==> config.mk <==
export PLATFORM = sky130hd
export DESIGN_NAME = rom_port_arbiter
export DESIGN_NICKNAME = d
export VERILOG_FILES = /design/src/rtl/rom_port_arbiter.sv
export SDC_FILE = /design/constraint.sdc
export NUM_CORES = 1
export LEC_CHECK = 0
export CAP_MARGIN = 10
export CORE_ASPECT_RATIO = 0.9
export CORE_MARGIN = 2
export CORE_UTILIZATION = 35
export CTS_CLUSTER_SIZE = 20
export DETAILED_ROUTE_END_ITERATION = 10
export GPL_ROUTABILITY_DRIVEN = 0
export PLACE_DENSITY = 0.76
export SYNTH_ARGS = -nofsm -noshare
export SYNTH_HDL_FRONTEND = slang
export SYNTH_SLANG_ARGS = --single-unit
==> constraint.sdc <==
create_clock -name vga_clk -period 3.06 [get_ports vga_clk]
set_clock_uncertainty 0.2 [all_clocks]
set_input_delay 0.612 -clock vga_clk [delete_from_list [all_inputs] [get_ports vga_clk]]
set_output_delay 0.612 -clock vga_clk [all_outputs]
set_load 0.005 [all_outputs]
==> src/rtl/rom_port_arbiter.sv <==
// rom_port_arbiter
// Shares one synchronous sprite/background ROM read port between NREQ
// pixel-pipeline requesters. One request is granted per vga_clk edge. The
// winning address is registered onto the ROM port, and a tag pipeline of
// depth ROM_LAT steers the returning ROM word back to its requester as a
// one-cycle response strobe.
//
// Build option: define ROM_ARB_PRIORITY0_EN to give requester 0 (the
// background layer) absolute priority. Requester-0 wins leave the
// round-robin pointer untouched. Left undefined, the arbiter is a pure
// round robin over all requesters.
module rom_port_arbiter #(
  parameter int NREQ    = 4,
  parameter int AW      = 17,
  parameter int DW      = 4,
  parameter int ROM_LAT = 1
) (
  input  logic               vga_clk,
  input  logic               reset_n,
  input  logic [NREQ-1:0]    req,
  input  logic [NREQ*AW-1:0] addr,
  output logic [NREQ-1:0]    gnt,
  output logic [AW-1:0]      rom_addr,
  input  logic [DW-1:0]      rom_q,
  output logic [NREQ-1:0]    rsp_valid,
  output logic [DW-1:0]      rsp_data
);

  localparam int          IW     = $clog2(NREQ);
  localparam int          TW     = IW + 1;
  localparam logic [IW:0] NREQ_W = (IW+1)'(NREQ);

  // Requester index to one-hot strobe vector.
  function automatic logic [NREQ-1:0] onehot(input logic [IW-1:0] idx);
    logic [NREQ-1:0] v;
    v      = '0;
    v[idx] = 1'b1;
    return v;
  endfunction

  // Modulo-NREQ addition of two in-range indices.
  function automatic logic [IW-1:0] wrap_add(input logic [IW-1:0] a,
                                             input logic [IW-1:0] b);
    logic [IW:0] s;
    s = {1'b0, a} + {1'b0, b};
    if (s >= NREQ_W) s = s - NREQ_W;
    return s[IW-1:0];
  endfunction

  logic [IW-1:0]     ptr_q, ptr_d;
  logic [NREQ-1:0]   req_rr;
  logic [2*NREQ-1:0] req_dbl;
  logic [NREQ-1:0]   req_rot;
  logic              rr_hit;
  logic [IW-1:0]     rr_off;
  logic              win_vld;
  logic [IW-1:0]     win_idx;

  logic [NREQ-1:0]   gnt_q, gnt_d;
  logic [AW-1:0]     rom_addr_q, rom_addr_d;
  logic [TW-1:0]     tag_q [ROM_LAT];
  logic [TW-1:0]     tag_head;
  logic [NREQ-1:0]   rsp_valid_q, rsp_valid_d;
  logic [DW-1:0]     rsp_data_q, rsp_data_d;

  // Select which requests take part in the rotating search.
  always_comb begin
`ifdef ROM_ARB_PRIORITY0_EN
    req_rr = {req[NREQ-1:1], 1'b0};
`else
    req_rr = req;
`endif
  end

  // Rotate the requests so that ptr sits at bit 0, then find the first set bit.
  always_comb begin
    req_dbl = {req_rr, req_rr};
    req_rot = NREQ'(req_dbl >> ptr_q);
    rr_hit  = 1'b0;
    rr_off  = '0;
    for (int k = NREQ - 1; k >= 0; k--) begin
      if (req_rot[k]) begin
        rr_hit = 1'b1;
        rr_off = IW'(k);
      end
    end
  end

  // Resolve the winner and the next pointer value.
  always_comb begin
    win_vld = rr_hit;
    win_idx = wrap_add(ptr_q, rr_off);
    ptr_d   = rr_hit ? wrap_add(win_idx, IW'(1)) : ptr_q;
`ifdef ROM_ARB_PRIORITY0_EN
    if (req[0]) begin
      win_vld = 1'b1;
      win_idx = '0;
      ptr_d   = ptr_q;
    end
`endif
  end

  // Next grant strobe and ROM address; the address holds when nothing wins.
  always_comb begin
    gnt_d      = win_vld ? onehot(win_idx) : '0;
    rom_addr_d = win_vld ? addr[int'(win_idx)*AW +: AW] : rom_addr_q;
  end

  // Stage p0: arbitration result registered onto the ROM port.
  always_ff @(posedge vga_clk or negedge reset_n) begin
    if (!reset_n) begin
      ptr_q      <= '0;
      gnt_q      <= '0;
      rom_addr_q <= '0;
    end else begin
      ptr_q      <= ptr_d;
      gnt_q      <= gnt_d;
      rom_addr_q <= rom_addr_d;
    end
  end

  // Stages p0..p(ROM_LAT-1): tag pipeline that tracks each read in flight.
  always_ff @(posedge vga_clk or negedge reset_n) begin
    if (!reset_n) begin
      for (int k = 0; k < ROM_LAT; k++) tag_q[k] <= '0;
    end else begin
      tag_q[0] <= {win_vld, win_idx};
      for (int k = 1; k < ROM_LAT; k++) tag_q[k] <= tag_q[k-1];
    end
  end

  assign tag_head = tag_q[ROM_LAT-1];

  // Route the returning ROM word to the requester named by the head tag.
  always_comb begin
    rsp_valid_d = '0;
    rsp_data_d  = rsp_data_q;
    if (tag_head[TW-1]) begin
      rsp_valid_d = onehot(tag_head[IW-1:0]);
      rsp_data_d  = rom_q;
    end
  end

  // Stage p(ROM_LAT): response strobe and captured ROM data.
  always_ff @(posedge vga_clk or negedge reset_n) begin
    if (!reset_n) begin
      rsp_valid_q <= '0;
      rsp_data_q  <= '0;
    end else begin
      rsp_valid_q <= rsp_valid_d;
      rsp_data_q  <= rsp_data_d;
    end
  end

  assign gnt       = gnt_q;
  assign rom_addr  = rom_addr_q;
  assign rsp_valid = rsp_valid_q;
  assign rsp_data  = rsp_data_q;

endmodule

Word level (Yosys, flattened, before mapping) --
Index checks and enable logic that the tools add are counted. Widths: inputs -> output; s select.
Word-level totals: word-level logic and storage cells 37, flip-flop bits (word level) 34, input port bits 78, output and inout port bits 29
Operators by class: reduce and logical (&&, ||, !) cells 2, shift operators 2, add/sub/neg operators 4, $mul 1, order comparisons 6, mux-type cells 16
Operator list (number):
- $shiftx 68x8->17 | 1
- $mux 2 | 6
- $mux 4 | 2
- $shr 8x2->4 | 1
- $mul 2x5->7 const B | 1
- $ge 3x3->1 const B | 2
- $lt 2x3->1 const B | 2
- $mux 1 | 6
- $demux 1 s2 | 2
- $ge 2x1->1 const B | 2
- $sub 2x1->2 const B | 2
- $add 2x1->3 const B | 1
- $add 2x2->3 | 1
- $logic_and 1x1->1 | 2

Longest topological paths before layout --
Gate-level depths: netlist of run 1.
word-level depth 13, gate-level depth with buffers 13, gate-level depth less buffers 11

Worst setup path before layout of run 1 --
OpenSTA, ideal clock, no wires.
kind in2reg, from in req[0], to reg rom_addr_q[11] (netlist: rom_addr[11]), required time 2.734 ns, buffers on the path 4, library setup time 0.126 ns, stages 13, setup slack -0.057 ns, data arrival time 2.791 ns, path through buf_4 > nand2b_2 > a21boi_0 > o22ai_1 > nor2_1 > a21oi_1 > ha_1 > clkbuf_1 > buf_2 > buf_1 > mux2i_1 > nor3_1 > a221o_1
Between the ends: cells in the longest elaborated chain, start to end 10, elaborated cells on any way between the ends 15, classes of those cells 2 x add/sub; 1 x mul; 1 x order compare; 2 x shift; 9 x mux
Ends and longest elaborated chain:
- from (decl) | RTL line 20 | input logic [NREQ-1:0] req,
- $shr 8x2->4 * | RTL line 78 | req_rot = NREQ'(req_dbl >> ptr_q);
- $mux 2 (3 in a row) | RTL line 82 | if (req_rot[k]) begin
- $mux 2 * | RTL line 82
- $add 2x2->3 * | RTL line 45 | s = {1'b0, a} + {1'b0, b};
- $ge 3x3->1 or $sub 2x1->2 (tied branches) | RTL line 46 | if (s >= NREQ_W) s = s - NREQ_W;
- $mux 2 * | RTL line 46
- named net win_idx[0] | RTL line 57 | logic [IW-1:0] win_idx;
- $mul 2x5->7 * | RTL line 106 | rom_addr_d = win_vld ? addr[int'(win_idx)*AW +: AW] : rom_addr_q;
- $shiftx 68x8->17 * | RTL line 106
- to (signal assigned) | RTL line 118 | rom_addr_q <= rom_addr_d;
- to (decl) | RTL line 60 | logic [AW-1:0] rom_addr_q, rom_addr_d;
Mark *: on every way through the listed nets, which the timed path passes. The rest lies on a longest branch. A chain may end at the register's enable or synchronous reset.

Worst setup path after layout of run 1 --
from in req[3], to reg rom_addr_q[9] (netlist: rom_addr[9])
Between the ends: cells in the longest elaborated chain, start to end 10, elaborated cells on any way between the ends 15, classes of those cells 2 x add/sub; 1 x mul; 1 x order compare; 2 x shift; 9 x mux
Ends and longest elaborated chain (RTL line):
- $shr 8x2->4 * | 78
- $mux 2 (4 in a row) | 82
- $add 2x2->3 | 45
- $ge 3x3->1 or $sub 2x1->2 (tied branches) | 46
- $mux 2 | 46
- $mul 2x5->7 | 106
- $shiftx 68x8->17 | 106
Every way passes the cells marked *; elsewhere a longest branch is shown, timed or not.

==> results.py, run 1 <==
metrics = {
    "logic_synthesis": {
        "synth_common_cells": "mux2i_1, dfrtp_1, nor2_1",
        "synth_edf_count": 0,
        "synth_top_area_share_pct": 44.16,
        "synth_ff_type": "dfrtp_1",
        "yosys_warnings": 0,
        "synth_nets": 259,
        "synth_area_leaders": "dfrtp_1, mux2i_1, a221o_1, nor3_1, nor2_1",
        "synth_area_um2": 1927,
        "post-synth-top-count-cell": "mux2i_1",
        "syn_avg_cell_area_um2": 10.70,
        "yosys.area.top_type": "dfrtp_1",
        "synth_cell_types": 33,
        "syn-instance-count": 180,
        "synth_seq_cells": 34,
        "ys_async_sr_fraction_pct": 100.0,
        "ys_seq_area_share_pct": 44.16,
    },
    "setup_path": {
        "worst-r2r-cell-count": 13,
        "worst-path-buf-inv": 4,
        "crit_family": "buffers and inverters",
        "crit_start": "req[3]",
        "cp-end-kind": "register",
        "worst-endpoint-arrival_ns": 2.88,
        "cpPeakStageDelay_ns": 0.49,
        "cp.depth": 12,
        "path_max_fanout": 5,
        "cp-start-kind": "input port",
        "r2r-start": "ptr_q[1]$_DFFE_PN0P_",
        "path_cells": "clkdlybuf4s50_1 -> buf_4 -> nor2_1 -> a21oi_1 -> a21oi_1 -> ha_2 -> xor2_1 -> buf_4 -> xnor2_4 -> clkbuf_16 -> nor3_1 -> a221o_1",
        "required_ns": 3.04,
        "worstSetupPathType": "input port to register",
        "slowest_stage": "clkdlybuf4s50_1",
    },
    "floorplan": {
        "fp.dieW_um": 82.21,
        "pin_count": 107,
        "initial_core_util_pct": 36.45,
        "num_rows": 25,
        "core_um2": 5286,
        "dieArea_um2": 6116,
        "fp.dieH_um": 74.39,
    },
    "power": {
        "p_total_mw": 3.879,
        "irDropWorstVdd_v": 0.0006932,
        "leakage_nw": 1.489,
        "power.density_nw_per_um2": 1155,
    },
    "final_layout": {
        "area_growth_pct": 74.29,
        "diodes": 0,
        "multi_input_area_um2": 1013,
        "nets": 375,
        "nFillCells": 444,
        "seq_area_um2": 850.8,
        "fin_cells": 363,
        "drive_above_1_share_pct": 12.84,
    },
    "sta": {
        "finalSetupTns_ns": 0,
        "layout_min_cycle_time_ns": 2.904,
        "timing.fmax_ghz": 0.3443,
        "relSlewSlack_pct": 51.70,
        "slew_viol_final": 0,
        "hold_violations": 0,
        "finalCritPeriodShare_pct": 94.91,
        "worstMarginPinSlew_ns": 0.7245,
        "setup_viol": 0,
    },
    "min_path": {
        "hp-class": "input port to asynchronous set/reset pin",
    },
    "routing": {
        "drcViolationCount": 0,
        "vias": 1829,
        "via_per_inst": 5.039,
        "wl_per_cell_um": 13.93,
        "detail_route.first_pass.iterations": 4,
        "wl_um": 5056,
        "ant_nets": 0,
        "drtIter0Drc": 70,
    },
    "global_routing": {
        "grt_start_max_net_pins": 35,
        "grt_pass1_wl_um": 7907,
        "grt_remaining_overflow": 0,
        "grt_usage_pct": 17.14,
        "grt_pass1_vias": 1748,
        "antenna_found_initial": 0,
    },
    "clock_network": {
        "cts_num_sinks": 34,
        "cts_root_buf": "clkbuf_8",
        "h-tree-depth": 2,
        "clock_path_buffers": 2,
        "cts_tree": "built",
        "clkTransAtPathRegs_ns": 0.07,
        "worstSkewPairLatency_ns": 0.29,
        "cts_buffers": 5,
    },
    "placed_design": {
        "placed_cells": 352,
        "hpwl_um": 3809,
        "io_buffers": 106,
    },
    "run": {
        "max_cap_violations": 0,
    },
    "status": {
        "outcome": "complete, no violations",
    },
}
[worst paths after layout]
check                                                end  slack [ns]
worst min register to register    rsp_valid[2]$_DFF_PN0_        0.27
worst min-delay path                    gnt[3]$_DFF_PN0_        0.17
max in group asynchronous       rom_addr[16]$_DFFE_PN0P_        2.03
worst max-delay path             rom_addr[9]$_DFFE_PN0P_        0.16
min in group vga_clk              rsp_valid[2]$_DFF_PN0_        0.27
worst max register to register   rom_addr[9]$_DFFE_PN0P_        0.27
[layout by cell type, fill, tap and decap left out, types with 3 or more instances in the layout]
cell type / instances
a21oi_1: 3
a221o_1: 17
buf_12: 3
buf_4: 11
buf_6: 3
clkbuf_8: 6
clkdlybuf4s50_1: 102
dfrtp_1: 34
dlymetal6s2s_1: 3
mux2_2: 4
mux2i_1: 35
nand2_1: 4
nor2_1: 23
nor3_1: 18
xnor2_1: 3
[stage by stage]
step,worst slack (ns),cell area (um2),hold WS (ns),util (%)
global placement,-0.09528,3153,0.2406,59.65
floorplan,0.08954,1928,0.1164,-
detailed placement,-0.1884,3153,0.2590,59.65
CTS,0.1154,3266,0.2006,61.78
global route,-0.007908,3358,0.2355,63.53
finish,0.1559,3358,0.1722,63.53
[final cells by class]
class / count / area share, %
Clock buffer: 6 / 2.459
Clock inverter: 1 / 0.8942
Inverter: 2 / 0.2235
Multi-Input combinational cell: 128 / 30.18
Sequential cell: 34 / 25.34
Tap cell: 67 / 2.496
Timing Repair Buffer: 125 / 38.41
[flip-flops by register name, indices dropped and copies added, names as in the netlist]
signal and cells:
tag_head 3, rsp_data 4, ptr_q 2, rsp_valid 4, rom_addr 17, gnt 4
[what timing repair did]
item / CTS / global route
resized for setup: 0 / 9
hold buffers: 0 / 0
setup endpoints to repair: 0 / 17
buffers inserted: 0 / 2
[cells by family after synthesis]
group	Yosys count	synth area share [%]
flops	34	44.16
buf+inv	18	4.870
xor+xnor	5	2.663
simple gates	57	14.61
mux	39	20.52
fa+ha+maj	1	0.6492
compound gates	26	12.53
[routing by layer]
| metal | part of all wire, % | vias up | global-route usage [%] |
|---|---|---|---|
| li1 | - | 892 | - |
| met1 | 39 | 854 | 19.95 |
| met2 | 50 | 76 | 28.67 |
| met3 | 9.5 | 7 | 6.432 |
| met4 | 1.5 | 0 | 6.667 |
| met5 | 0 | - | 0 |
[power breakdown]
group	total, mW	internal [mW]	switching [mW]
logic	2.66	1.59	1.07
clock network	0.425	0.260	0.165
registers	0.793	0.673	0.121
(Power assumes the default switching activity.)
==> run 2, diff against run 1 <==
--- a/config.mk
+++ b/config.mk
@@ -13,6 +13,7 @@
 export DETAILED_ROUTE_END_ITERATION = 10
 export GPL_ROUTABILITY_DRIVEN = 0
 export PLACE_DENSITY = 0.76
+export SETUP_SLACK_MARGIN = 0.4
 export SYNTH_ARGS = -nofsm -noshare
 export SYNTH_HDL_FRONTEND = slang
 export SYNTH_SLANG_ARGS = --single-unit
==> run 2 against run 1 <==
Via count up 0.77%. Critical path type is now register to register. Cell count up 1.9%. Critical path depth unchanged. Global-route usage up 0.58 points.
==> results.py, run 2 (synthesis gave the netlist of run 1 again) <==
metrics = {
    "power": {
        "leakage_nw": 1.537,
        "irDropWorstVdd_v": 0.0005882,
        "power.density_nw_per_um2": 1233,
        "p_total_mw": 4.331,
    },
    "final_layout": {
        "nets": 381,
        "area_growth_pct": 82.34,
        "drive_above_1_share_pct": 19.80,
        "postLayoutCoreUtil_pct": 66.46,
        "multi_input_area_um2": 1090,
        "seq_area_um2": 852.1,
        "final_area_um2": 3513,
        "nFillCells": 431,
        "largest_reg_flops": 17,
        "final_cell_mix": "clkdlybuf4s50_1, mux2i_1, dfrtp_1, nor2_1",
        "diodes": 0,
        "final_common_cell": "clkdlybuf4s50_1",
    },
    "clock_network": {
        "cts_hold_buffers": 0,
        "clkTransAtPathRegs_ns": 0.07,
        "clock_path_buffers": 2,
        "cts_buffers": 5,
        "cts_tree": "built",
        "h-tree-depth": 2,
        "worstSkewPairLatency_ns": 0.29,
        "cts_num_sinks": 34,
        "cts_root_buf": "clkbuf_8",
    },
    "routing": {
        "detail_route.first_pass.iterations": 4,
        "drcViolationCount": 0,
        "drtIter0Drc": 44,
        "vias": 1843,
        "ant_nets": 0,
        "wl_um": 5520,
        "wl_per_cell_um": 14.92,
        "via_per_inst": 4.981,
    },
    "setup_path": {
        "worstSetupPathType": "register to register",
        "cp-start-kind": "register",
        "path_max_fanout": 6,
        "worst-endpoint-arrival_ns": 2.56,
        "worst-r2r-cell-count": 12,
        "path_cells": "inv_4 -> nand2_2 -> a21oi_2 -> nor2_1 -> a21oi_2 -> a21oi_2 -> ha_4 -> xor2_4 -> xnor2_4 -> clkbuf_16 -> nor3_2 -> a221o_1",
        "cpPeakStageDelay_ns": 0.46,
        "slowest_stage": "dfrtp_2",
        "critPathMostFrequentCell": "a21oi_2",
        "required_ns": 3.04,
        "cp-end-kind": "register",
    },
    "floorplan": {
        "num_rows": 25,
        "dieArea_um2": 6116,
        "fp.dieW_um": 82.21,
        "pin_count": 107,
        "core_um2": 5286,
        "fp.dieH_um": 74.39,
        "initial_core_util_pct": 36.45,
    },
    "global_routing": {
        "grt_pass1_vias": 1760,
        "grt_pass1_wl_um": 8128,
        "antenna_found_initial": 0,
        "grt_usage_pct": 17.73,
        "grt_remaining_overflow": 0,
        "grt_start_max_net_pins": 35,
    },
    "status": {
        "outcome": "complete, no violations",
    },
    "sta": {
        "setup_viol": 0,
        "finalSetupTns_ns": 0,
        "hold_violations": 0,
        "layout_min_cycle_time_ns": 2.586,
        "finalCritPeriodShare_pct": 84.51,
        "slew_viol_final": 0,
        "worstMarginPinSlew_ns": 0.7454,
        "timing.fmax_ghz": 0.3867,
        "rsz0062_at_grt": "yes",
        "relSlewSlack_pct": 50.31,
    },
    "placed_design": {
        "io_buffers": 106,
        "hpwl_um": 3822,
        "placed_area_um2": 3161,
    },
    "run": {
        "max_cap_violations": 0,
    },
    "min_path": {
        "hp-class": "input port to asynchronous set/reset pin",
    },
}
[run 2: stage by stage]
step | hold slack (ns) | cells | setup slack, ns
2_1_floorplan | 0.1164 | 180 | 0.3518
3_3_place_gp | 0.2474 | 353 | -0.1378
3_5_place_dp | 0.2611 | 353 | -0.1922
4_1_cts | 0.1971 | 365 | 0.4150
5_1_grt | 0.2279 | 370 | 0.3394
6_report | 0.1779 | 370 | 0.4741
[run 2: report_power, final]
part	switching, mW	internal [mW]
Combinational	1.19	1.83
Clock	0.175	0.326
Sequential	0.131	0.673
[run 2: repair_timing]
item	4_1_cts	5_1_grt
resized for setup	17	15
setup endpoints to repair	21	18
buffers inserted	2	3
pin swaps	4	15
cloned	2	2
[run 2: cell type report]
| cell class | count | area share [%] |
|---|---|---|
| Timing Repair Buffer | 131 | 38.14 |
| Multi-Input combinational cell | 128 | 31.02 |
| Sequential cell | 34 | 24.25 |
| Tap cell | 67 | 2.386 |
| Clock inverter | 3 | 1.959 |
| Clock buffer | 5 | 1.959 |
| Inverter | 2 | 0.2849 |
[run 2: path summary, 6_finish.rpt]
check	from	to	slack, ns
max	ptr_q[1]$_DFFE_PN0P_	rom_addr[15]$_DFFE_PN0P_	0.47
min	reset_n	rsp_valid[0]$_DFF_PN0_	0.18
max reg2reg	ptr_q[1]$_DFFE_PN0P_	rom_addr[15]$_DFFE_PN0P_	0.47
min reg2reg	tag_head[0]$_DFF_PN0_	rsp_valid[2]$_DFF_PN0_	0.27
max in group asynchronous	reset_n	ptr_q[1]$_DFFE_PN0P_	1.97
min in group vga_clk	tag_head[0]$_DFF_PN0_	rsp_valid[2]$_DFF_PN0_	0.27
[run 2: routing by layer]
layer	vias to the layer above	track usage, %	routed length, um
li1	908	-	-
met1	856	21.31	2326
met2	74	29.57	2728
met3	5	6.553	402
met4	0	5.556	63
met5	-	0	0
[run 2: critical path, delay by kind of cell (launching register included)]
| kind | cells | cell delay [ns] |
|---|---|---|
| AO/OA/AOI/OAI | 4 | 0.61 |
| XOR/XNOR | 2 | 0.52 |
| flip-flops | 1 | 0.46 |
| buffers and inverters | 2 | 0.31 |
| adder cells (fa/ha/maj) | 1 | 0.20 |
| AND/OR/NAND/NOR | 3 | 0.16 |
==> variant, RTL diff (config.mk and constraints of run 1) <==
Add a define of `ROM_ARB_PRIORITY0_EN`.
--- a/src/rtl/rom_port_arbiter.sv
+++ b/src/rtl/rom_port_arbiter.sv
@@ -9,6 +9,8 @@
 // background layer) absolute priority. Requester-0 wins leave the
 // round-robin pointer untouched. Left undefined, the arbiter is a pure
 // round robin over all requesters.
+`define ROM_ARB_PRIORITY0_EN
+
 module rom_port_arbiter #(
   parameter int NREQ    = 4,
   parameter int AW      = 17,
Check against the original RTL: not equivalent (Yosys sat finds a counterexample within 4 cycles, from zero or initial values and one cycle with reset_n low).
==> variant against run 1 <==
Global-route usage decreased by 0.18 points; final area decreased by 3.8%; count of clock-buffer cells in the layout decreased by 1; utilization decreased by 2.1 points; sequential cell count unchanged; area after synthesis decreased by 0.45%; largest power group unchanged; clock power decreased by 6.6%; critical endpoint unchanged; routed wire length decreased by 3.1%; worst setup slack improved by 110 ps; via count decreased by 7.0%; die area decreased by 0.43%; fmax increased by 3.8%; power decreased by 30%; largest cell class unchanged; combinational power decreased by 42%.
==> variant: results (changes against run 1) <==
Status -> finished, final reports clean (unchanged)
CTS resizes -> 0 (unchanged)
Largest net degree at the start of global routing -> 35 (unchanged)
Max FFs per register -> 17 (unchanged)
Via density -> 4.78 (was 5.04)
Layout cells sized above 1 -> 15.2% (was 12.8%)
Aggregate routed wire length -> 4.90 mm (was 5.06 mm)
Commonest cells in the netlist -> 34 x dfrtp_1, 34 x mux2i_1, 21 x nand2_1 (was 35 x mux2i_1, 34 x dfrtp_1, 23 x nor2_1)
Synth top area cells -> dfrtp_1 44%, mux2i_1 18%, a22o_1 7.8% (was dfrtp_1 44%, mux2i_1 18%, a221o_1 8.8%)
Worst-path fanout max -> 11 (was 5)
Final #Nets -> 367 (was 375)
CTS Buffer Depth -> 2 (unchanged)
Syn Nets -> 248 (was 259)
Post-synth top flop -> dfrtp_1 (unchanged)
CP arrival -> 2770 ps (was 2880 ps)
HPWL Detailed -> 3.90 mm (was 3.81 mm)
First-pass GRT wire length -> 7.76 mm (was 7.91 mm)
Sw Pwr -> 923 uW (was 1.35 mW)
Critical Path Start Type -> input pin (unchanged)
VDD IR max -> 0.000423 V (was 0.000693 V)
Post-synthesis sequential area ratio -> 44.4% (was 44.2%)
Initial antenna violation count -> 0 (unchanged)
Pre-antenna DRT Iters -> 6 (was 4)
Worst min path class -> in -> async (unchanged)
Worst-Margin Slew -> 706 ps (was 724 ps)
Leak -> 1.51 nW (was 1.49 nW)
Number of port buffers -> 106 (unchanged)
DR iter-0 viols -> 21 (was 70)
Tot GR Track Use -> 17.0% (was 17.1%)
Post-synthesis cell type count -> 37 (was 33)
Vias in the first global route -> 1662 (was 1748)
Layout filler cell count -> 452 (was 444)
Crit path largest cell delay -> 470 ps (was 490 ps)
[variant: cell types whose count changed after synthesis, sizes merged, moves of 3 or more]
cell and delta:
a21oi +15, a221o -17, a22o +17, clkbuf -5, nand2 +17, nor2 -17
nor3 -15, xnor2 -3
[variant: per-stage QoR]
stage	instances	instance area [um^2]	util (%)	worst slack (ps)	total power [mW]
6_report	356	3230	61.5	262	2.71
5_1_grt	356	3230	61.5	92.9	2.90
4_1_cts	356	3230	61.5	241	2.74
3_5_place_dp	348	3120	59.4	-41.0	2.33
3_3_place_gp	348	3120	59.4	22.5	2.29
2_1_floorplan	169	1920	-	108	1.63
[variant: final timing paths]
check                            start           end  cells after the start  slack [ps]
setup / recovery                req[2]   rom_addr[9]                     10         260
hold / removal                 reset_n  rsp_valid[3]                      1         180
setup reg to reg              ptr_q[1]   rom_addr[3]                      9         700
hold reg to reg            tag_head[0]  rsp_valid[2]                      1         280
max in group asynchronous      reset_n  rsp_valid[2]                      1        2030
min in group vga_clk       tag_head[0]  rsp_valid[2]                      1         280
[variant: power by group through the flow]
| stage | Sequential, mW | Combinational (mW) | Clock, mW |
|---|---|---|---|
| 2_1_floorplan | 0.758 | 0.877 | 0 |
| 3_3_place_gp | 0.757 | 1.54 | 0 |
| 3_5_place_dp | 0.754 | 1.58 | 0 |
| 4_1_cts | 0.756 | 1.58 | 0.406 |
| 5_1_grt | 0.775 | 1.69 | 0.430 |
| 6_report | 0.756 | 1.55 | 0.397 |
[variant: final cells by class]
cell class	count	share of cell area, %
repair buffers	122	37.2
multi-input cells	121	29.9
flip-flops and latches	34	26.3
well taps	67	2.60
clock buffers	5	2.13
clock inverters	3	1.24
inverters	4	0.620
[variant: kinds of logic after synthesis]
| family | count (synthesis) | share of synthesized area [%] |
|---|---|---|
| compound gates | 41 | 17.7 |
| mux | 39 | 21.3 |
| simple gates | 39 | 9.79 |
| flops | 34 | 44.4 |
| buf+inv | 14 | 5.81 |
| xor+xnor | 1 | 0.457 |
| fa+ha+maj | 1 | 0.652 |
[variant: worst register-to-register path: cells and delay by family, from the launching register on]
kind	cells	cell delay, ps
compound gates	3	500
fa+ha+maj	1	270
buf+inv	1	200
flops	1	440
mux	1	240
simple gates	3	410
[variant: routing by layer]
| metal | global-route usage (%) | vias to the layer above | routed length (um) |
|---|---|---|---|
| li1 | - | 850 | - |
| met1 | 20.3 | 795 | 1940 |
| met2 | 29.7 | 52 | 2630 |
| met3 | 5.58 | 4 | 290 |
| met4 | 3.89 | 0 | 38 |
| met5 | 0 | - | 0 |
